`src/rtl/stopwatch_core_pkg.sv`:
```
// Shared types and constants for the stopwatch time-keeping core.
// Optional lap-hold feature is enabled with the LAP_HOLD_EN macro.
package stopwatch_core_pkg;

  typedef enum logic [1:0] {
    ST_IDLE  = 2'd0,
    ST_RUN   = 2'd1,
    ST_PAUSE = 2'd2
  } state_t;

  localparam int         BCD_W        = 4;
  localparam logic [3:0] CS_MAX       = 4'd9;
  localparam logic [3:0] SEC_TENS_MAX = 4'd5;
  localparam logic [3:0] DEC_MAX      = 4'd9;

  // Two-digit BCD encoding of a small integer (0..99).
  function automatic logic [7:0] toBcd2(input int unsigned v);
    logic [3:0] tens;
    logic [3:0] ones;
    tens = 4'(v / 10);
    ones = 4'(v % 10);
    return {tens, ones};
  endfunction

endpackage

```
`src/rtl/stopwatch_core_if.sv`:
```
// Control pulses, status flags and display digits of the stopwatch core.
// lap/hold exist only when LAP_HOLD_EN is defined.
interface stopwatch_core_if;
  import stopwatch_core_pkg::*;

  logic             tick_src;
  logic             start_stop;
  logic             clear;
`ifdef LAP_HOLD_EN
  logic             lap;
  logic             hold;
`endif
  logic             running;
  logic             ovf;
  logic [BCD_W-1:0] d_min1;
  logic [BCD_W-1:0] d_min0;
  logic [BCD_W-1:0] d_sec1;
  logic [BCD_W-1:0] d_sec0;
  logic [BCD_W-1:0] d_cs1;
  logic [BCD_W-1:0] d_cs0;

  modport master (
`ifdef LAP_HOLD_EN
    output lap,
    input  hold,
`endif
    output tick_src, start_stop, clear,
    input  running, ovf, d_min1, d_min0, d_sec1, d_sec0, d_cs1, d_cs0
  );

  modport slave (
`ifdef LAP_HOLD_EN
    input  lap,
    output hold,
`endif
    input  tick_src, start_stop, clear,
    output running, ovf, d_min1, d_min0, d_sec1, d_sec0, d_cs1, d_cs0
  );

endinterface

```
`src/rtl/stopwatch_core_bcd_digit.sv`:
```
// One BCD counter digit: wraps at i_max and reports carry on that increment.
module bcd_digit
  import stopwatch_core_pkg::*;
(
  input  logic             clk,
  input  logic             rst_n,
  input  logic             i_inc,
  input  logic             i_clr,
  input  logic [BCD_W-1:0] i_max,
  output logic [BCD_W-1:0] o_q,
  output logic             o_carry
);

  logic [BCD_W-1:0] r_q;

  always_ff @(posedge clk or negedge rst_n) begin
    if (!rst_n) begin
      r_q <= '0;
    end else if (i_clr) begin
      r_q <= '0;
    end else if (i_inc) begin
      r_q <= (r_q == i_max) ? '0 : r_q + 4'd1;
    end
  end

  assign o_q     = r_q;
  assign o_carry = i_inc & (r_q == i_max);

endmodule

```
`src/rtl/stopwatch_core.sv`:
```
// Stopwatch core: 100 Hz tick detect, start/pause/clear FSM, MM:SS.CC BCD count.
// Define LAP_HOLD_EN to add the lap-hold display freeze.
module stopwatch_core
  import stopwatch_core_pkg::*;
#(
  parameter int MIN_LIMIT = 59,
  parameter bit WRAP      = 1'b1
) (
  input  logic             clk,
  input  logic             rst_n,
  stopwatch_core_if.slave  sw
);

  localparam logic [7:0] MIN_BCD = toBcd2(MIN_LIMIT);

  state_t r_state;
  state_t w_nextState;
  logic   r_tickQ;
  logic   r_running;
  logic   r_ovf;

  logic w_tick;
  logic w_countEn;
  logic w_full;
  logic w_fullHit;
  logic w_inc;
  logic w_digitClr;
  logic w_ovfNext;

  logic [BCD_W-1:0] w_cs0, w_cs1, w_sec0, w_sec1, w_min0, w_min1;
  logic             w_cCs0, w_cCs1, w_cSec0, w_cSec1, w_cMin0, w_unusedCarry;
  logic [23:0]      w_count;
  logic [23:0]      w_disp;

  assign w_tick    = sw.tick_src & ~r_tickQ;
  assign w_countEn = w_tick & (r_state == ST_RUN);
  assign w_full    = ({w_min1, w_min0} == MIN_BCD) && (w_sec1 == SEC_TENS_MAX) &&
                     (w_sec0 == DEC_MAX) && (w_cs1 == CS_MAX) && (w_cs0 == CS_MAX);
  assign w_fullHit = w_countEn & w_full;
  assign w_count   = {w_min1, w_min0, w_sec1, w_sec0, w_cs1, w_cs0};

  always_ff @(posedge clk or negedge rst_n) begin
    if (!rst_n) begin
      r_state   <= ST_IDLE;
      r_tickQ   <= 1'b0;
      r_running <= 1'b0;
      r_ovf     <= 1'b0;
    end else begin
      r_state   <= w_nextState;
      r_tickQ   <= sw.tick_src;
      r_running <= (w_nextState == ST_RUN);
      r_ovf     <= w_ovfNext;
    end
  end

  // A saturated count (ovf set) can only be left through clear.
  always_comb begin
    w_nextState = r_state;
    unique case (r_state)
      ST_IDLE: begin
        if (sw.start_stop) w_nextState = ST_RUN;
      end
      ST_RUN: begin
        if (w_fullHit && !WRAP)  w_nextState = ST_PAUSE;
        else if (sw.start_stop)  w_nextState = ST_PAUSE;
      end
      ST_PAUSE: begin
        if (sw.clear)                     w_nextState = ST_IDLE;
        else if (sw.start_stop && !r_ovf) w_nextState = ST_RUN;
      end
      default: w_nextState = ST_IDLE;
    endcase
  end

  // Wrapping zeroes every digit through clr, which beats any pending increment.
  always_comb begin
    w_inc      = w_countEn & ~(w_full & ~WRAP);
    w_digitClr = ((r_state == ST_PAUSE) & sw.clear) | (w_fullHit & WRAP);
    w_ovfNext  = r_ovf;
    if (w_fullHit)                               w_ovfNext = 1'b1;
    else if (WRAP)                               w_ovfNext = 1'b0;
    else if ((r_state == ST_PAUSE) && sw.clear)  w_ovfNext = 1'b0;
  end

  bcd_digit uCs0 (.clk(clk), .rst_n(rst_n), .i_inc(w_inc), .i_clr(w_digitClr),
                  .i_max(CS_MAX), .o_q(w_cs0), .o_carry(w_cCs0));
  bcd_digit uCs1 (.clk(clk), .rst_n(rst_n), .i_inc(w_cCs0), .i_clr(w_digitClr),
                  .i_max(CS_MAX), .o_q(w_cs1), .o_carry(w_cCs1));
  bcd_digit uSec0 (.clk(clk), .rst_n(rst_n), .i_inc(w_cCs1), .i_clr(w_digitClr),
                   .i_max(DEC_MAX), .o_q(w_sec0), .o_carry(w_cSec0));
  bcd_digit uSec1 (.clk(clk), .rst_n(rst_n), .i_inc(w_cSec0), .i_clr(w_digitClr),
                   .i_max(SEC_TENS_MAX), .o_q(w_sec1), .o_carry(w_cSec1));
  bcd_digit uMin0 (.clk(clk), .rst_n(rst_n), .i_inc(w_cSec1), .i_clr(w_digitClr),
                   .i_max(DEC_MAX), .o_q(w_min0), .o_carry(w_cMin0));
  bcd_digit uMin1 (.clk(clk), .rst_n(rst_n), .i_inc(w_cMin0), .i_clr(w_digitClr),
                   .i_max(DEC_MAX), .o_q(w_min1), .o_carry(w_unusedCarry));

`ifdef LAP_HOLD_EN
  logic        r_hold;
  logic [23:0] r_snap;

  // The snapshot is the pre-edge count, i.e. exactly what was on display.
  always_ff @(posedge clk or negedge rst_n) begin
    if (!rst_n) begin
      r_hold <= 1'b0;
      r_snap <= '0;
    end else if (sw.clear) begin
      r_hold <= 1'b0;
    end else if (sw.lap && (r_state == ST_RUN)) begin
      r_hold <= ~r_hold;
      if (!r_hold) r_snap <= w_count;
    end
  end

  assign w_disp  = r_hold ? r_snap : w_count;
  assign sw.hold = r_hold;
`else
  assign w_disp = w_count;
`endif

  assign sw.running = r_running;
  assign sw.ovf     = r_ovf;
  assign sw.d_min1  = w_disp[23:20];
  assign sw.d_min0  = w_disp[19:16];
  assign sw.d_sec1  = w_disp[15:12];
  assign sw.d_sec0  = w_disp[11:8];
  assign sw.d_cs1   = w_disp[7:4];
  assign sw.d_cs0   = w_disp[3:0];

endmodule
```
`src/flat_wrapper.sv`:
```
// flat-port wrapper written by rule: the top's interface ports become plain ports
module stopwatch_core_flat import stopwatch_core_pkg::*;
#(
  parameter int MIN_LIMIT = 59,
  parameter bit WRAP      = 1'b1
)
  (clk, rst_n, sw_tick_src, sw_start_stop, sw_clear, sw_running, sw_ovf, sw_d_min1, sw_d_min0, sw_d_sec1, sw_d_sec0, sw_d_cs1, sw_d_cs0);
  stopwatch_core_if sw_i ();
  input  logic clk;
  input  logic rst_n;
  input wire logic [$bits(sw_i.tick_src)-1:0] sw_tick_src;
  input wire logic [$bits(sw_i.start_stop)-1:0] sw_start_stop;
  input wire logic [$bits(sw_i.clear)-1:0] sw_clear;
  output wire logic [$bits(sw_i.running)-1:0] sw_running;
  output wire logic [$bits(sw_i.ovf)-1:0] sw_ovf;
  output wire logic [$bits(sw_i.d_min1)-1:0] sw_d_min1;
  output wire logic [$bits(sw_i.d_min0)-1:0] sw_d_min0;
  output wire logic [$bits(sw_i.d_sec1)-1:0] sw_d_sec1;
  output wire logic [$bits(sw_i.d_sec0)-1:0] sw_d_sec0;
  output wire logic [$bits(sw_i.d_cs1)-1:0] sw_d_cs1;
  output wire logic [$bits(sw_i.d_cs0)-1:0] sw_d_cs0;
  assign sw_i.tick_src = sw_tick_src;
  assign sw_i.start_stop = sw_start_stop;
  assign sw_i.clear = sw_clear;
  assign sw_running = sw_i.running;
  assign sw_ovf = sw_i.ovf;
  assign sw_d_min1 = sw_i.d_min1;
  assign sw_d_min0 = sw_i.d_min0;
  assign sw_d_sec1 = sw_i.d_sec1;
  assign sw_d_sec0 = sw_i.d_sec0;
  assign sw_d_cs1 = sw_i.d_cs1;
  assign sw_d_cs0 = sw_i.d_cs0;
  stopwatch_core #(.MIN_LIMIT(MIN_LIMIT), .WRAP(WRAP)) u_core (.clk(clk), .rst_n(rst_n), .sw(sw_i));
endmodule
```
`config.mk`:
```
export PLATFORM = sky130hd
export DESIGN_NAME = stopwatch_core_flat
export DESIGN_NICKNAME = d
export VERILOG_FILES = /design/src/rtl/stopwatch_core_pkg.sv /design/src/rtl/stopwatch_core_if.sv /design/src/rtl/stopwatch_core_bcd_digit.sv /design/src/rtl/stopwatch_core.sv /design/src/flat_wrapper.sv
export SDC_FILE = /design/constraint.sdc
export NUM_CORES = 1
export LEC_CHECK = 0
export ABC_AREA = 1
export CAP_MARGIN = 20
export CELL_PAD_IN_SITES_DETAIL_PLACEMENT = 0
export CELL_PAD_IN_SITES_GLOBAL_PLACEMENT = 1
export CORE_ASPECT_RATIO = 1.4
export CORE_MARGIN = 3
export CORE_UTILIZATION = 35
export DETAILED_ROUTE_END_ITERATION = 8
export PLACE_DENSITY = 0.76
export SLEW_MARGIN = 20
export SYNTH_ARGS = -nofsm -noshare
export SYNTH_HDL_FRONTEND = slang
export SYNTH_SLANG_ARGS = --single-unit
```
`constraint.sdc`:
```
create_clock -name clk -period 2.45 [get_ports clk]
set_clock_uncertainty 0.05 [all_clocks]
set_input_delay 0.245 -clock clk [delete_from_list [all_inputs] [get_ports clk]]
set_output_delay 0.245 -clock clk [all_outputs]
set_load 0.005 [all_outputs]
```
Yosys cells after proc, flatten, opt, wreduce, memory -nomap -nowiden:

Cells that the tools add are included.

* register bits after elaboration: 29
* input port bits: 5
* logic and storage cells: 74
* output and inout bits: 26

* add/subtract/negate cells: 6
* reductions and logical operators: 13
* muxes and demuxes: 24
* bitwise logic cells: 11
* equality and inequality tests: 10

Operators by type and width (count)
* 4-bit 2-to-1 mux: 18
* 4-bit by 1-bit adder with 4-bit output (second input constant): 6
* 4-bit == test (second input constant): 5
* 2-bit nonzero test: 6
* 1-bit bitwise AND: 9
* 8-bit by 7-bit == test with 1-bit output (second input constant): 1
* 2-bit 2-to-1 mux: 4
* 2-bit case mux with 3 select lines: 1
* 1-bit logical AND: 5
* 2-bit by 1-bit == test with 1-bit output (second input constant): 2
* 4-bit by 3-bit == test with 1-bit output (second input constant): 1
* 2-bit == test (second input constant): 1
* 2-bit zero test: 1
* 1-bit zero test: 1
* 1-bit 2-to-1 mux: 1
* 1-bit NOT: 1
* 1-bit OR: 1

Logic depth before layout (Yosys ltp):

* depth after elaboration: 10
* gate-level depth with buffers: 10
* depth with buffers taken out: 10

By module:

A second synthesis with hierarchy kept.

* cell total of the unflattened synthesis: 386
* area total of the unflattened synthesis: 2307.2 um^2

Modules (own cells, without submodules)
* bcd_digit: area each 315.3 um^2, instances 6, cells an instance 52
* stopwatch_core: area each 415.4 um^2, instances 1, cells an instance 74

Worst setup path after synthesis:

OpenSTA, ideal clock, no wires.

* path kind: register -> register
* from: register u_core.uCs0.r_q[1] (netlist: u_core.uCs0.o_q[1])
* to: register u_core.uMin1.r_q[0] (netlist: u_core.uMin1.o_q[0])
* setup slack: 0.756 ns
* arrival time: 1.526 ns
* clock period less this slack: 1.694 ns
* cell stages (with the launch flop): 11
* library setup time: 0.117 ns
* path buffers: 1
* cells stage by stage: dfrtp_1 > inv_1 > ha_1 > nand2_1 > nor2_2 > nand4_4 > nor2_2 > nor2_2 > buf_6 > nand3_1 > nand2_1

RTL lines
* from (decl): line stopwatch_core_bcd_digit.sv:14 `logic [BCD_W-1:0] r_q;`
* from (signal assigned): line stopwatch_core_bcd_digit.sv:22 `r_q <= (r_q == i_max) ? '0 : r_q + 4'd1;`
* 4-bit == test *: line stopwatch_core.sv:38 `(w_sec0 == DEC_MAX) && (w_cs1 == CS_MAX) && (w_cs0 == CS_MAX);`
* 1-bit logical AND *: line stopwatch_core.sv:38
* 1-bit bitwise AND *: line stopwatch_core.sv:39 `assign w_fullHit = w_countEn & w_full;`
* named net u_core.w_fullHit: line stopwatch_core.sv:25 `logic w_fullHit;`
* 1-bit OR *: line stopwatch_core.sv:78 `w_digitClr = ((r_state == ST_PAUSE) & sw.clear) | (w_fullHit & WRAP);`
* 4-bit 2-to-1 mux or 2-bit nonzero test (tied branches)
* to (signal assigned): line stopwatch_core_bcd_digit.sv:22
* to (decl): line stopwatch_core_bcd_digit.sv:14

Mark *: on every way through the listed nets, which the timed path passes. The rest lies on a longest branch.
A chain may end at the register's enable or synchronous reset.

Final worst setup path:

* from: register u_core.uCs0.r_q[1] (netlist: u_core.uCs0.o_q[1])
* to: register u_core.uMin1.r_q[2] (netlist: u_core.uMin1.o_q[2])

* cells in the longest elaborated chain, start to end: 7

Ends and longest elaborated chain
* 4-bit == test *: line stopwatch_core_bcd_digit.sv:27, stopwatch_core.sv:38
* 1-bit bitwise AND (5 in series): line stopwatch_core_bcd_digit.sv:27 `assign o_carry = i_inc & (r_q == i_max);`
* 2-bit nonzero test (no line)

Mark *: on every way between the ends. The rest lies on a longest branch, timed or not.

==> metrics <==
TNS Setup 0 ns; Seq cells post-synth 29; Startpoint Class flip-flop; DRC Markers 0; Fin Hold WS about 0.31 ns; fin. max-slew vios 0; worst rel slew slack between 60% and 70%; Synth Flop Type dfrtp_1; status complete, no violations; Sinks on Clock Net 29; Max IR drop VDD 0.292 mV; Detail Placement HPWL approximately 2.9 mm; Final Setup Violations 0; RSZ-0062 raised after global routing false; CP cell instances inv_1 > ha_1 > nand2_1 > nor2_2 > nand3_4 > nor2_4 > nand3_1 > nand3_1 > nand2_1; leakage power total 1.02 nW; final hold violation count 0; Final GP Congestion 0.797; # rows 29; Syn Inst Count 209; Critical Path RT 2.57 ns; CTS root buf clkbuf_8; pwr dens 591 mW/mm^2; CP max FO 9; type of the worst setup path reg2reg; via count 1,470; CTS hold repair buffers 0; synth cell count leaders 41 x nand2_1, 33 x nand3_1, 29 x dfrtp_1, 25 x inv_1, 24 x nor2_1; Post-Route WL 3.81 mm; met2 usage 26.8%; Slowest Stage Delay on Critical Path 0.42 ns; DIE HEIGHT 88.5 um; delay-heaviest family, CP simple AND/OR/NAND/NOR gates; H-tree levels 2; synthesized area 0.00170 mm^2; final instance area 0.00219 mm^2; Hold WC Path Type in2async; Post-synth ARST share 100%; fin crit share 80.8%; CTS tree done; total iterations of the first detailed-routing run 4; pin count of the biggest net entering global routing 30; Longest Clk Path Bufs 2; DR vias/cell 4.71; Synth area leader dfrtp_1; final setup margin around 0.47 ns; Skew-Pair Late Insertion Delay 0.28 ns; YS warnings 0; cts bufs inserted 5; Fillers 469; DP Worst Slack between 0.1 and 0.15 ns; Core Area roughly 0.0046 mm^2; vias in the first global route ~1,500; Die Wd 65.0 um; Overall Global Routing Usage 15.6%; Multi-input gate area 866 um^2; Worst-Margin Slew around 0.5 ns; total grt overflow 0; sequential cell area fraction in the yosys report 42.6%; Crit-path slowest cell dfrtp_1; Mapped Nets 224; fin crit period 1.98 ns; clk slew on worst S/H paths about 0.060 ns; initial DRC count 62; antenna cells 0; starting density of the core a little under two fifths; count leader, synth nand2_1; number of synthesized flops with an enable pin 0; DP Area 0.00210 mm^2; top cells by area, synth dfrtp_1 43%, nand3_1 9.7%, nand2_1 9.0%, ha_1 7.3%, inv_1 5.5%; # IOs 31; Sequential Area 726 um^2; CP arrival 2.10 ns; Avg WL per Cell 12.2 um; port bufs 30; routing usage on met1 between 10% and 20%; Synth cell types 25; WP buf/inv 1; DP Cell Count roughly 300; ANT nets after route 0; DIE AREA 0.00575 mm^2; post-synth top area share 42.6%; NumNets Final between 200 and 300; initial antenna violation count 0; first-pass GRT wire length 6.97 mm; fmax 505 MHz; max cap viols 0; fin cells 312; synth-to-layout area growth 28.4%; met3 Use GR 4.32%; Mean Syn Cell Area 8.15 um^2; busiest grt layer met2; Worst Setup End Kind flip-flop; fraction of layout cells with a size suffix above 1 9.60%
-- flip-flops by register name, summed over array words and instances (netlist names) --
name / cells
u_core.uSec1.o_q: 4
u_core.uMin1.o_q: 4
u_core.uCs0.o_q: 4
u_core.r_tickQ: 1
u_core.uMin0.o_q: 4
u_core.sw.running: 1
u_core.uSec0.o_q: 4
u_core.sw.ovf: 1
u_core.uCs1.o_q: 4
u_core.r_state: 2
-- worst register-to-register path, cell delays in order (launching register included) --
cell and delay [ns]:
dfrtp_1 0.42, inv_1 0.08, ha_1 0.15, nand2_1 0.07, nor2_2 0.26, nand3_4 0.20, nor2_4 0.22, nand3_1 0.23
nand3_1 0.15, nand2_1 0.06
-- area by class of cell --
type	count	share of cell area, %
tap	62	3.55
clock buffer	5	3.15
inverter	25	4.29
timing repair buffer	35	15.4
clock inverter	3	0.801
multi-input combinational	153	39.6
sequential	29	33.2
-- kinds of logic (layout without fill, tap and decap cells) --
family          count (synthesis)  after routing  synth area share [%]
compound gates                 22             22                  7.27
xor+xnor                        7              7                  3.60
fa+ha+maj                      10             10                  7.35
buf+inv                        27             68                  6.83
flops                          29             29                  42.6
simple gates                  114            114                  32.3
-- metrics by stage --
stage,power [mW],utilization [%]
floorplan,0.766,-
global placement,0.918,45.5
detailed placement,0.924,45.5
CTS,1.31,47.4
global route,1.39,47.5
finish,1.29,47.5
-- power by group --
group | internal [mW] | total [mW] | leakage (nW) | switching, mW
logic | 0.154 | 0.319 | 0.583 | 0.165
clock network | 0.195 | 0.381 | 0.0439 | 0.186
registers | 0.535 | 0.591 | 0.395 | 0.0565
total | 0.884 | 1.29 | 1.02 | 0.408
-- cells in the final DEF (no fill, tap or decap), types with 10 or more instances in the layout --
cell type,instances
clkdlybuf4s50_1,30
nor2_1,24
nand3_1,33
nand2_1,41
ha_1,10
a21oi_1,13
inv_1,25
dfrtp_1,29
-- per-layer routing --
layer / up-vias / routed length (um)
met5: - / 0
met4: 0 / 79
met3: 8 / 136
met2: 24 / 1960
met1: 673 / 1630
li1: 765 / -
-- what timing repair did --
action                     CTS  global route
setup endpoints to repair    0             2
gates resized for setup      0             1
buffers inserted             0             0
-- path summary, 6_finish.rpt --
check | startpoint | endpoint | slack, ns | cells after the start
max in group asynchronous | rst_n | u_core.uMin0.o_q[3]$_DFFE_PN0P_ | 1.77 | 2
hold reg to reg | u_core.r_state[0]$_DFF_PN0_ | u_core.r_state[0]$_DFF_PN0_ | 0.50 | 1
setup / recovery | u_core.uCs0.o_q[1]$_DFFE_PN0P_ | u_core.uMin1.o_q[2]$_DFFE_PN0P_ | 0.47 | 9
min in group clk | sw_tick_src | u_core.r_tickQ$_DFF_PN0_ | 0.40 | 1
hold / removal | rst_n | u_core.uSec0.o_q[2]$_DFFE_PN0P_ | 0.31 | 2
setup reg to reg | u_core.uCs0.o_q[1]$_DFFE_PN0P_ | u_core.uMin1.o_q[2]$_DFFE_PN0P_ | 0.47 | 9
(Power assumes the default switching activity.)
